$ cat config.mk
export PLATFORM = sky130hd
export DESIGN_NAME = jk_bank_sched
export DESIGN_NICKNAME = d
export VERILOG_FILES = /design/src/rtl/jk_ctrl_pkg.sv /design/src/rtl/jk_rr_arb.sv /design/src/rtl/jk_bank_sched.sv
export SDC_FILE = /design/constraint.sdc
export NUM_CORES = 1
export LEC_CHECK = 0
export CAP_MARGIN = 15
export CORE_ASPECT_RATIO = 0.5
export CORE_MARGIN = 5
export CORE_UTILIZATION = 45
export CTS_CLUSTER_DIAMETER = 200
export CTS_CLUSTER_SIZE = 30
export DETAILED_ROUTE_END_ITERATION = 10
export PLACE_DENSITY = 0.77
export SLEW_MARGIN = 10
export SYNTH_ARGS = -nofsm -noshare
export SYNTH_HDL_FRONTEND = slang
export SYNTH_SLANG_ARGS = --single-unit
$ cat constraint.sdc
create_clock -name clk -period 10 [get_ports clk]
set_input_delay 2 -clock clk [delete_from_list [all_inputs] [get_ports clk]]
set_output_delay 2 -clock clk [all_outputs]
set_load 0.02 [all_outputs]
$ cat src/rtl/jk_ctrl_pkg.sv
// Shared JK command codes and scheduler FSM state encoding.
// Latency: n/a (constants and types only).
// Backpressure: n/a.
package jk_ctrl_pkg;

   localparam logic [1:0] JK_HOLD = 2'b00;
   localparam logic [1:0] JK_RST  = 2'b01;
   localparam logic [1:0] JK_SET  = 2'b10;
   localparam logic [1:0] JK_TGL  = 2'b11;

   typedef enum logic [1:0] {
      IDLE  = 2'd0,
      ISSUE = 2'd1,
      RESP  = 2'd2
   } jk_state_e;

endpackage

$ cat src/rtl/jk_rr_arb.sv
// Combinational round-robin pick: first requester at or after ptr, wrapping modulo NREQ.
// Latency: zero cycles (purely combinational).
// Backpressure: none; the caller decides when the pick is consumed.
module jk_rr_arb
   import jk_ctrl_pkg::*;
#(
   parameter int NREQ = 4,
   parameter int IDW  = 2
) (
   input  logic [NREQ-1:0] req,
   input  logic [IDW-1:0]  ptr,
   output logic [NREQ-1:0] win_oh,
   output logic [IDW-1:0]  win_id,
   output logic            win_vld
);

   // Scan NREQ slots starting at the pointer; the first active request wins.
   always_comb begin
      int j;
      win_oh  = '0;
      win_id  = '0;
      win_vld = 1'b0;
      j       = 0;
      for (int k = 0; k < NREQ; k++) begin
         j = int'(ptr) + k;
         if (j >= NREQ) begin
            j = j - NREQ;
         end
         if (!win_vld && req[j]) begin
            win_vld   = 1'b1;
            win_oh[j] = 1'b1;
            win_id    = j[IDW-1:0];
         end
      end
   end

endmodule

$ cat src/rtl/jk_bank_sched.sv
// Round-robin scheduler sharing a JK flop bank: grant one command, drive its jk pair one clock, return q.
// Latency: req sampled at t, gnt/jk_bus in t+1, rsp_valid in t+2; one command per 3 cycles.
// Backpressure: requesters hold req/idx/cmd until gnt; requests seen in ISSUE/RESP are ignored.
// Optional JK_LOCK_EN adds req_lock: a locked winner keeps the pointer and owns the next arbitration.
module jk_bank_sched
   import jk_ctrl_pkg::*;
#(
   parameter int NREQ = 4,
   parameter int NFF  = 8,
   parameter int IDXW = 3,
   parameter int IDW  = 2
) (
   input  logic                 clk,
   input  logic                 rst,
   input  logic [NREQ-1:0]      req,
   input  logic [NREQ*IDXW-1:0] req_idx,
   input  logic [NREQ*2-1:0]    req_cmd,
`ifdef JK_LOCK_EN
   input  logic [NREQ-1:0]      req_lock,
`endif
   output logic [NREQ-1:0]      gnt,
   output logic [2*NFF-1:0]     jk_bus,
   input  logic [NFF-1:0]       bank_q,
   output logic                 rsp_valid,
   output logic [IDW-1:0]       rsp_id,
   output logic                 rsp_q,
   output logic                 rsp_err
);

   localparam logic [IDW-1:0] LAST_ID = IDW'(NREQ - 1);

   jk_state_e            state_q, state_d;
   logic [IDW-1:0]       ptr_q, ptr_d;
   logic [IDW-1:0]       id_q, id_d;
   logic [IDXW-1:0]      idx_q, idx_d;
   logic                 err_q, err_d;
   logic [NREQ-1:0]      gnt_q, gnt_d;
   logic [2*NFF-1:0]     jk_bus_q, jk_bus_d;
   logic                 rsp_valid_q, rsp_valid_d;
   logic [IDW-1:0]       rsp_id_q, rsp_id_d;
   logic                 rsp_err_q, rsp_err_d;
`ifdef JK_LOCK_EN
   logic                 lock_q, lock_d;
   logic                 sel_lock;
`endif

   logic [NREQ-1:0]      win_oh;
   logic [IDW-1:0]       win_id;
   logic                 win_vld;
   logic [IDXW-1:0]      sel_idx;
   logic [1:0]           sel_cmd;
   logic [IDW-1:0]       ptr_nxt;

   jk_rr_arb #(
      .NREQ (NREQ),
      .IDW  (IDW)
   ) u_arb (
      .req     (req),
      .ptr     (ptr_q),
      .win_oh  (win_oh),
      .win_id  (win_id),
      .win_vld (win_vld)
   );

   // Select the winning requester's index/command (and lock) slices.
   always_comb begin
      sel_idx = '0;
      sel_cmd = JK_HOLD;
`ifdef JK_LOCK_EN
      sel_lock = 1'b0;
`endif
      for (int i = 0; i < NREQ; i++) begin
         if (win_id == i[IDW-1:0]) begin
            sel_idx = req_idx[i*IDXW +: IDXW];
            sel_cmd = req_cmd[2*i +: 2];
`ifdef JK_LOCK_EN
            sel_lock = req_lock[i];
`endif
         end
      end
   end

   assign ptr_nxt = (id_q == LAST_ID) ? '0 : id_q + 1'b1;

   // FSM next state and next values of all registered outputs.
   // The latched command lives directly in jk_bus_q, which is built in IDLE.
   always_comb begin
      state_d     = state_q;
      ptr_d       = ptr_q;
      id_d        = id_q;
      idx_d       = idx_q;
      err_d       = err_q;
      gnt_d       = '0;
      jk_bus_d    = '0;
      rsp_valid_d = 1'b0;
      rsp_id_d    = rsp_id_q;
      rsp_err_d   = 1'b0;
`ifdef JK_LOCK_EN
      lock_d      = lock_q;
`endif
      case (state_q)
         IDLE: begin
            if (win_vld) begin
               state_d = ISSUE;
               id_d    = win_id;
               idx_d   = sel_idx;
               gnt_d   = win_oh;
`ifdef JK_LOCK_EN
               lock_d  = sel_lock;
`endif
               // An index matching no flop leaves the bus at hold and flags an error.
               err_d   = 1'b1;
               for (int f = 0; f < NFF; f++) begin
                  if (sel_idx == f[IDXW-1:0]) begin
                     err_d               = 1'b0;
                     jk_bus_d[2*f +: 2] = sel_cmd;
                  end
               end
            end
         end
         ISSUE: begin
            state_d     = RESP;
            rsp_valid_d = 1'b1;
            rsp_id_d    = id_q;
            rsp_err_d   = err_q;
`ifdef JK_LOCK_EN
            // Parking the pointer on a locked winner lets it win again if still requesting.
            ptr_d       = lock_q ? id_q : ptr_nxt;
`else
            ptr_d       = ptr_nxt;
`endif
         end
         RESP: begin
            state_d = IDLE;
         end
         default: begin
            state_d = IDLE;
         end
      endcase
   end

   // State and output registers; reset forces the bank bus to hold.
   always_ff @(posedge clk or negedge rst) begin
      if (!rst) begin
         state_q     <= IDLE;
         ptr_q       <= '0;
         id_q        <= '0;
         idx_q       <= '0;
         err_q       <= 1'b0;
         gnt_q       <= '0;
         jk_bus_q    <= '0;
         rsp_valid_q <= 1'b0;
         rsp_id_q    <= '0;
         rsp_err_q   <= 1'b0;
`ifdef JK_LOCK_EN
         lock_q      <= 1'b0;
`endif
      end else begin
         state_q     <= state_d;
         ptr_q       <= ptr_d;
         id_q        <= id_d;
         idx_q       <= idx_d;
         err_q       <= err_d;
         gnt_q       <= gnt_d;
         jk_bus_q    <= jk_bus_d;
         rsp_valid_q <= rsp_valid_d;
         rsp_id_q    <= rsp_id_d;
         rsp_err_q   <= rsp_err_d;
`ifdef JK_LOCK_EN
         lock_q      <= lock_d;
`endif
      end
   end

   // Response q: the bank has already updated, so mux the targeted flop directly.
   always_comb begin
      rsp_q = 1'b0;
      if (rsp_valid_q && !rsp_err_q) begin
         for (int f = 0; f < NFF; f++) begin
            if (idx_q == f[IDXW-1:0]) begin
               rsp_q = bank_q[f];
            end
         end
      end
   end

   assign gnt       = gnt_q;
   assign jk_bus    = jk_bus_q;
   assign rsp_valid = rsp_valid_q;
   assign rsp_id    = rsp_id_q;
   assign rsp_err   = rsp_err_q;

endmodule

==> qor.yml, run 1 <==
status: "finished, final reports clean"
p_clk_frac: 0.170
antenna_violations_before_repair: 0
clock_sinks: 34
antenna_cells: 0
rsz0062_at_grt: "no"
reg2reg_setup_slack_ns: 6.03
globalRoute.totalOverflow: 0
floorplan.core_area_um2: 4360
site_rows: 17
timing.hold.worst.class: "flop to flop"
num_vias: 1554
synth_seq_area_share: 0.422
timing.max_slew.rel_slack: 0.464
first_global_vias: 1578
critPathMostFrequentCell: "sky130_fd_sc_hd__clkdlybuf4s50_1"
nets: 262
grt_start_max_net_pins: 35
vdd_drop_max_mv: 0.142
synthArstFlopShare: 1.00
switching_power_w: 0.000374
drt-initial-drc-count: 64
worst_reg2reg_path_depth: 8
postSynthNetCount: 206
critical_path_rt_ns: 8.00
setup-violations-final: 0
seq_cells_post_synth: 34
place.port_buffers: 58
path_max_fanout: 1
finalWorstPathRequiredPeriod_ns: 5.70
layout_worst_path_cycle_share: 0.570
synthesis.yosys.warnings: 0
final_critical_path_setup_slack_ns: 4.30
hold_path_depth: 1
initial_cell_density_of_the_core: 0.462
clockRootBuffer: "sky130_fd_sc_hd__clkbuf_8"
fin_cells: 281
end_kind: "output port"
cts_buffer_depth: 2
area_growth_syn_to_layout_pct: 35.4
multiInputGateArea_um2: 1060
chipWidth_um: 105
setup.worst_path.start: "bank_q[6]"
power_frac_seq: 0.250
post_synth.cell_area_avg_um2: 12.1
comb_power_share: 0.580
cts_htree_levels: 2
finalHoldWorstSlack_ns: 0.476
ys.flop_type: "sky130_fd_sc_hd__dfrtp_1"
total_clock_buffers_created_by_cts: 5
n_fill_cell: 356
vias_per_cell: 5.53
clock_transition_at_the_registers_of_the_reported_paths_ns: 0.07
slowest_stage: "sky130_fd_sc_hd__clkdlybuf4s50_1"
hold_start: "err_q"
actual_slew_at_the_worst_max_slew_pin_ns: 0.804
power.switching_fraction: 0.419
post_synth_num_cell_types: 46
timing.critical_path.arrival_ns: 3.70
critPathLaunchType: "input pin"
drv.max_cap_violation_count: 0
layout.cells.most_common_list: "sky130_fd_sc_hd__clkdlybuf4s50_1, sky130_fd_sc_hd__dfrtp_1, sky130_fd_sc_hd__nand2_1"
drt-wirelength-per-cell_um: 16.3
setup_tns_ns: 0
power_density_over_the_cells_nw_per_um2: 327
crit_type: "input pin to output port"
detail-route-antenna-nets: 0
globalplace.congestion: 0.817
reg2reg_from: "ptr_q[0]"
drive_above_1_share: 0.165
ctsHoldBuffers: 0
timing.fmax_ghz: 0.175
preCtsSetupSlack_ns: 4.29
die_h_um: 57.3
commonest_non_fill_non_tap_cell_in_the_layout: "sky130_fd_sc_hd__clkdlybuf4s50_1"
post_route_drc: 0
timing.hold.worst_endpoint: "rsp_err"
hpwl_mm: 3.43
pin_count: 59
synth_enable_flop_cells: 0
routed_wirelength_mm: 4.58
synth.cell_area_um2: 2020
global_route_wire_length_before_repair_mm: 7.67
hold_viol_final: 0
post_synth_inst_count: 167
sequential_cell_area_um2: 851
cts_repair_resize_count: 0
postCtsSetupBuffers: 0
critical-path-max-stage-delay_ns: 0.54
slew_viol_final: 0
grt.total_usage: 0.158
cts_tree: "built"
worst_clock_skew_ns: 0.00805
die-area_um2: 6000
detail_route.first_pass.iterations: 4
leakage_power_figure_nw: 1.13
worstReg2RegEnd: "idx_q[1]"
clk_latency_ns: 0.29
internal_power_w: 0.000518
numPlacedInstances: 273
critical_path.cell_chain: "clkdlybuf4s50_1 > mux4_2 > mux2i_1 > nor3b_1 > clkdlybuf4s50_1"
-- layout make-up --
cell class                      instances  share of cell area
Multi-Input combinational cell        117               0.388
Sequential cell                        34               0.312
Timing Repair Buffer                   59               0.215
Tap cell                               57              0.0261
Clock buffer                            5              0.0252
Clock inverter                          3              0.0252
Inverter                                6             0.00825
-- critical path: cells and delay by family --
kind	cells	cell delay [ns]
mux	2	0.66
simple gates	1	0.08
buf+inv	2	0.96
-- kinds of logic after synthesis --
kind of cell | after synthesis | share of synthesized area
AOI/OAI and AO/OA | 30 | 0.125
adders and majority gates | 5 | 0.0310
buffers and inverters | 16 | 0.0521
DFF | 34 | 0.422
muxes | 18 | 0.142
and+or+nand+nor | 64 | 0.228
-- sequential cells by signal (all words and copies together), names as in the netlist --
signal / count
err_q: 1
gnt: 4
id_q: 2
idx_q: 3
jk_bus: 16
ptr_q: 2
rsp_err: 1
rsp_id: 2
rsp_valid: 1
state_q: 2
-- worst max-delay path by stage --
| stage | endpoint | slack [ns] | cells after the start |
|---|---|---|---|
| after CTS | rsp_q | 4.29 | 5 |
| after global placement | rsp_q | 4.37 | 5 |
| after global routing | rsp_q | 4.25 | 5 |
| after detailed placement | rsp_q | 4.29 | 5 |
| after floorplan | rsp_q | 5.21 | 3 |
| final | rsp_q | 4.30 | 5 |
-- synthesized netlist by cell type (all sizes together), types with 4 or more instances --
master  number  area share
inv          6       0.011
ha           5       0.031
mux2i        5       0.025
a221oi       4       0.017
a22oi        4       0.015
mux4         8       0.089
o21ai        4       0.016
dfrtp       34        0.42
nor2        13       0.024
nand2       18       0.038
mux2         5       0.028
nor4b        7       0.053
buf          7       0.035
a31oi        4       0.012
nor4bb       4       0.020
-- per-stage QoR --
stage	util	power, W	instance area, um2
after global placement	0.595	0.000729	2590
after detailed placement	0.595	0.000742	2590
after CTS	0.626	0.000898	2730
final	0.626	0.000892	2730
after global routing	0.626	0.000951	2730
after floorplan	-	0.000622	2020
-- power groups by stage --
stage          Sequential (W)  Combinational [W]  Clock (W)
6_report             0.000223           0.000518   0.000152
5_1_grt              0.000230           0.000561   0.000161
4_1_cts              0.000223           0.000519   0.000156
3_5_place_dp         0.000225           0.000517          0
3_3_place_gp         0.000223           0.000506          0
2_1_floorplan        0.000251           0.000371          0
-- layer usage --
layer | GRT usage | routed length (um)
met3 | 0.0565 | 309
met1 | 0.205 | 1990
met2 | 0.258 | 2240
met5 | 0 | 0
met4 | 0.0383 | 46
No activity file was read; power rests on OpenSTA's default activity.
==> run 2: changes to the inputs <==
--- a/config.mk
+++ b/config.mk
@@ -8,7 +8,7 @@
 export CAP_MARGIN = 15
 export CORE_ASPECT_RATIO = 0.5
 export CORE_MARGIN = 5
-export CORE_UTILIZATION = 45
+export CORE_UTILIZATION = 43
 export CTS_CLUSTER_DIAMETER = 200
 export CTS_CLUSTER_SIZE = 30
 export DETAILED_ROUTE_END_ITERATION = 10
==> constraint.sdc (replaced) <==
create_clock -name clk -period 4.65 [get_ports clk]
set_input_delay 0.93 -clock clk [delete_from_list [all_inputs] [get_ports clk]]
set_output_delay 0.93 -clock clk [all_outputs]
set_load 0.02 [all_outputs]
==> qor.yml, run 2 (same netlist as run 1, synthesis figures left out) <==
finalHoldWorstSlack_ns: 0.482
rsz0062_at_grt: "no"
hold_start: "err_q"
total_clock_buffers_created_by_cts: 5
layout.core_utilization: 0.606
nets: 262
die_h_um: 58.4
ctsHoldBuffers: 0
cts_htree_levels: 2
place.port_buffers: 58
power_density_over_the_cells_nw_per_um2: 687
clockRootBuffer: "sky130_fd_sc_hd__clkbuf_8"
hpwl_mm: 3.51
timing.hold.worst.class: "flop to flop"
clock_transition_at_the_registers_of_the_reported_paths_ns: 0.07
vias_per_cell: 5.62
internal_power_w: 0.00106
routed_wirelength_mm: 4.66
clock_sinks: 34
globalRoute.totalOverflow: 0
status: "finished, final reports clean"
power.switching_fraction: 0.431
end_kind: "flop"
path_max_fanout: 17
site_rows: 17
antenna_violations_before_repair: 0
globalplace.congestion: 0.847
comb_power_share: 0.598
critPathLaunchType: "flop"
drt-initial-drc-count: 96
setup-violations-final: 0
drv.max_cap_violation_count: 0
global_route_wire_length_before_repair_mm: 7.55
finalWorstPathRequiredPeriod_ns: 3.88
layout.cells.most_common_list: "sky130_fd_sc_hd__clkdlybuf4s50_1, sky130_fd_sc_hd__dfrtp_1, sky130_fd_sc_hd__nand2_1"
layout_worst_path_cycle_share: 0.833
area_growth_syn_to_layout_pct: 34.3
reg2reg_setup_slack_ns: 0.77
worstSetupEndpoint: "idx_q[1]"
p_clk_frac: 0.145
antenna_cells: 0
timing.critical_path.arrival_ns: 4.05
critical_path_rt_ns: 4.82
power_frac_seq: 0.257
cts_repair_resize_count: 0
clk_latency_ns: 0.29
actual_slew_at_the_worst_max_slew_pin_ns: 0.753
cts_tree: "built"
floorplan.core_area_um2: 4470
reg2reg_from: "ptr_q[0]"
chipWidth_um: 107
largest_reg_flops: 16
n_fill_cell: 351
power.total_w: 0.00186
postCtsSetupBuffers: 0
crit_type: "flop to flop"
slew_viol_final: 0
worst_reg2reg_path_depth: 8
commonest_non_fill_non_tap_cell_in_the_layout: "sky130_fd_sc_hd__clkdlybuf4s50_1"
cts_buffer_depth: 2
setup.worst_path.start: "ptr_q[0]"
hold_viol_final: 0
final_critical_path_setup_slack_ns: 0.774
num_vias: 1578
leakage_power_figure_nw: 1.11
die-area_um2: 6240
pin_count: 59
setup_tns_ns: 0
grt_start_max_net_pins: 35
vdd_drop_max_mv: 0.273
worstReg2RegEnd: "idx_q[1]"
preCtsSetupSlack_ns: 0.774
detail_route.first_pass.iterations: 4
worst_clock_skew_ns: 0.00815
post_route_drc: 0
initial_cell_density_of_the_core: 0.451
grt.total_usage: 0.154
first_global_vias: 1540
drive_above_1_share: 0.165
timing.max_slew.rel_slack: 0.498
drt-wirelength-per-cell_um: 16.6
detail-route-antenna-nets: 0
timing.fmax_ghz: 0.258
switching_power_w: 0.000801
[run 2: cell types whose count changed in the layout (fill, tap and decap cells not counted)]
cell,before,now
sky130_fd_sc_hd__clkinvlp_4,0,2
sky130_fd_sc_hd__bufinv_16,2,1
sky130_fd_sc_hd__clkinv_4,1,0
[run 2: power by group through the flow]
| stage | clock network, W | logic (W) | registers [W] |
|---|---|---|---|
| after CTS | 0.000276 | 0.00112 | 0.000479 |
| after global routing | 0.000292 | 0.00120 | 0.000490 |
| after global placement | 0 | 0.00108 | 0.000481 |
| final | 0.000270 | 0.00111 | 0.000477 |
| after floorplan | 0 | 0.000798 | 0.000540 |
| after detailed placement | 0 | 0.00111 | 0.000483 |
[run 2: worst min-delay path by stage]
| stage | endpoint | slack, ns | cells past startpoint |
|---|---|---|---|
| 3_5_place_dp | err_q | 0.46 | 1 |
| 2_1_floorplan | err_q | 0.44 | 1 |
| 3_3_place_gp | rsp_err | 0.46 | 1 |
| 5_1_grt | err_q | 0.52 | 1 |
| 4_1_cts | err_q | 0.49 | 1 |
| 6_report | err_q | 0.48 | 1 |
[run 2: final cells by class]
cell class	count	area, um2	share of cell area
flip-flops and latches	34	851	0.314
well taps	57	71.3	0.0264
multi-input cells	117	1060	0.392
clock inverters	3	45.0	0.0166
clock buffers	5	68.8	0.0254
inverters	6	22.5	0.00832
repair buffers	59	588	0.217
[run 2: metal layers]
layer,track usage,share of wire,vias to the layer above
met3,0.0526,0.071,0
li1,-,-,742
met1,0.187,0.42,781
met5,0,0,-
met2,0.271,0.50,55
met4,0.0310,0,0
[run 2: critical path, stage by stage, from the launching register on]
cell	delay (ns)
sky130_fd_sc_hd__dfrtp_1	0.77
sky130_fd_sc_hd__inv_1	0.23
sky130_fd_sc_hd__ha_1	0.56
sky130_fd_sc_hd__mux4_2	0.64
sky130_fd_sc_hd__nor2b_4	0.26
sky130_fd_sc_hd__o21ai_4	0.10
sky130_fd_sc_hd__nand2_4	0.15
sky130_fd_sc_hd__mux4_2	0.70
sky130_fd_sc_hd__mux2_2	0.33
[run 2: per-stage QoR]
step                instances  cell area [um2]
floorplan                 167             2020
global placement          273             2590
detailed placement        273             2590
CTS                       281             2710
global route              281             2710
finish                    281             2710
==> run 3: changes to the inputs <==
--- a/config.mk
+++ b/config.mk
@@ -8,7 +8,7 @@
 export CAP_MARGIN = 15
 export CORE_ASPECT_RATIO = 0.5
 export CORE_MARGIN = 5
-export CORE_UTILIZATION = 43
+export CORE_UTILIZATION = 45
 export CTS_CLUSTER_DIAMETER = 200
 export CTS_CLUSTER_SIZE = 30
 export DETAILED_ROUTE_END_ITERATION = 10
==> constraint.sdc (replaced) <==
create_clock -name clk -period 4 [get_ports clk]
set_input_delay 0.8 -clock clk [delete_from_list [all_inputs] [get_ports clk]]
set_output_delay 0.8 -clock clk [all_outputs]
set_load 0.02 [all_outputs]
==> qor.yml, run 3 (same netlist as run 1, synthesis figures left out) <==
status: "finished, final reports clean"
timing.max_slew.rel_slack: 0.611
rsz0062_at_grt: "no"
global_route_wire_length_before_repair_mm: 7.86
cts_tree: "built"
place.port_buffers: 58
leakage_power_figure_nw: 1.14
reg2reg_setup_slack_ns: 0.62
initial_cell_density_of_the_core: 0.462
globalplace.congestion: 0.727
drt-initial-drc-count: 36
antenna_cells: 0
timing.hold.worst.class: "flop to flop"
timing.hold.worst_endpoint: "rsp_err"
ctsHoldBuffers: 0
setup_tns_ns: 0
grt.total_usage: 0.166
clk_latency_ns: 0.30
clockRootBuffer: "sky130_fd_sc_hd__clkbuf_8"
area_growth_syn_to_layout_pct: 36.2
grt_start_max_net_pins: 35
globalRoute.totalOverflow: 0
num_vias: 1573
worst_reg2reg_path_depth: 8
detail-route-antenna-nets: 0
vias_per_cell: 5.56
actual_slew_at_the_worst_max_slew_pin_ns: 0.584
critPathLaunchType: "flop"
clock_transition_at_the_registers_of_the_reported_paths_ns: 0.08
reg2reg_from: "ptr_q[1]"
layout.core_utilization: 0.630
hold_viol_final: 0
path_max_fanout: 17
clock_sinks: 34
postCtsSetupBuffers: 0
hpwl_mm: 3.52
post_route_drc: 0
total_clock_buffers_created_by_cts: 5
power_density_over_the_cells_nw_per_um2: 822
antenna_violations_before_repair: 0
cts_buffer_depth: 2
end_kind: "flop"
largest_reg_flops: 16
commonest_non_fill_non_tap_cell_in_the_layout: "sky130_fd_sc_hd__clkdlybuf4s50_1"
die-area_um2: 6000
hold_path_depth: 1
slew_viol_final: 0
site_rows: 17
critical_path_rt_ns: 4.19
drv.max_cap_violation_count: 0
timing.critical_path.arrival_ns: 3.56
finalWorstPathRequiredPeriod_ns: 3.38
nets: 264
hold_start: "err_q"
layout_worst_path_cycle_share: 0.844
pin_count: 59
detail_route.first_pass.iterations: 4
cts_repair_resize_count: 0
routed_wirelength_mm: 4.76
floorplan.core_area_um2: 4360
crit_type: "flop to flop"
worstReg2RegEnd: "jk_bus[12]"
setup-violations-final: 0
timing.fmax_ghz: 0.296
die_h_um: 57.3
layout.cells.most_common_list: "sky130_fd_sc_hd__clkdlybuf4s50_1, sky130_fd_sc_hd__dfrtp_1, sky130_fd_sc_hd__nand2_1"
drt-wirelength-per-cell_um: 16.8
drive_above_1_share: 0.173
power.total_w: 0.00226
cts_htree_levels: 2
worst_clock_skew_ns: 0.00692
vdd_drop_max_mv: 0.313
first_global_vias: 1547
chipWidth_um: 105
[run 3: cell types whose count changed in the layout (fill, tap and decap cells not counted)]
cell,change
sky130_fd_sc_hd__bufinv_16,+1
sky130_fd_sc_hd__clkinvlp_4,-2
sky130_fd_sc_hd__buf_4,+2
sky130_fd_sc_hd__clkinv_4,+1
[run 3: worst max path at each step]
| stage | start | slack (ns) | end |
|---|---|---|---|
| after floorplan | ptr_q[0] | 0.81 | idx_q[2] |
| after global routing | ptr_q[1] | 0.42 | jk_bus[4] |
| final | ptr_q[1] | 0.62 | jk_bus[12] |
| after global placement | req[2] | 0.47 | jk_bus[2] |
| after CTS | ptr_q[1] | 0.62 | jk_bus[4] |
| after detailed placement | req[1] | 0.37 | jk_bus[4] |
[run 3: layout make-up]
| cell class | instances | area [um2] |
|---|---|---|
| inverters | 6 | 22.5 |
| well taps | 57 | 71.3 |
| flip-flops and latches | 34 | 851 |
| fillers | 371 | 1620 |
| repair buffers | 61 | 603 |
| multi-input cells | 117 | 1060 |
| clock buffers | 5 | 68.8 |
| clock inverters | 3 | 68.8 |
[run 3: report_power, final]
part	internal, W	leakage, nW	switching (W)
clock	0.000250	0.0683	0.000140
combinational	0.000598	0.620	0.000739
sequential	0.000464	0.450	0.0000672
total	0.00131	1.14	0.000946
[run 3: routing by layer]
layer	vias up	global-route usage	share of wire
met3	7	0.0599	0.067
met4	0	0.0510	0.015
met1	767	0.204	0.42
li1	745	-	-
met2	54	0.280	0.50
met5	-	0	0
[run 3: metrics by stage]
stage | hold WS, ns | instances | instance area [um2] | worst slack (ns)
after CTS | 0.480 | 283 | 2750 | 0.617
after floorplan | 0.444 | 167 | 2020 | 0.812
final | 0.477 | 283 | 2750 | 0.622
after global placement | 0.461 | 275 | 2610 | 0.472
after global routing | 0.496 | 283 | 2750 | 0.417
after detailed placement | 0.461 | 275 | 2610 | 0.374
[run 3: critical path: stages, from the launching register on]
cell and delay [ns]:
sky130_fd_sc_hd__dfrtp_1 0.46, sky130_fd_sc_hd__inv_1 0.11, sky130_fd_sc_hd__ha_1 0.51, sky130_fd_sc_hd__mux4_2 0.65, sky130_fd_sc_hd__nor2b_4 0.28, sky130_fd_sc_hd__o21ai_4 0.11, sky130_fd_sc_hd__nand2_4 0.12, sky130_fd_sc_hd__mux4_2 0.68
sky130_fd_sc_hd__nor4bb_1 0.36
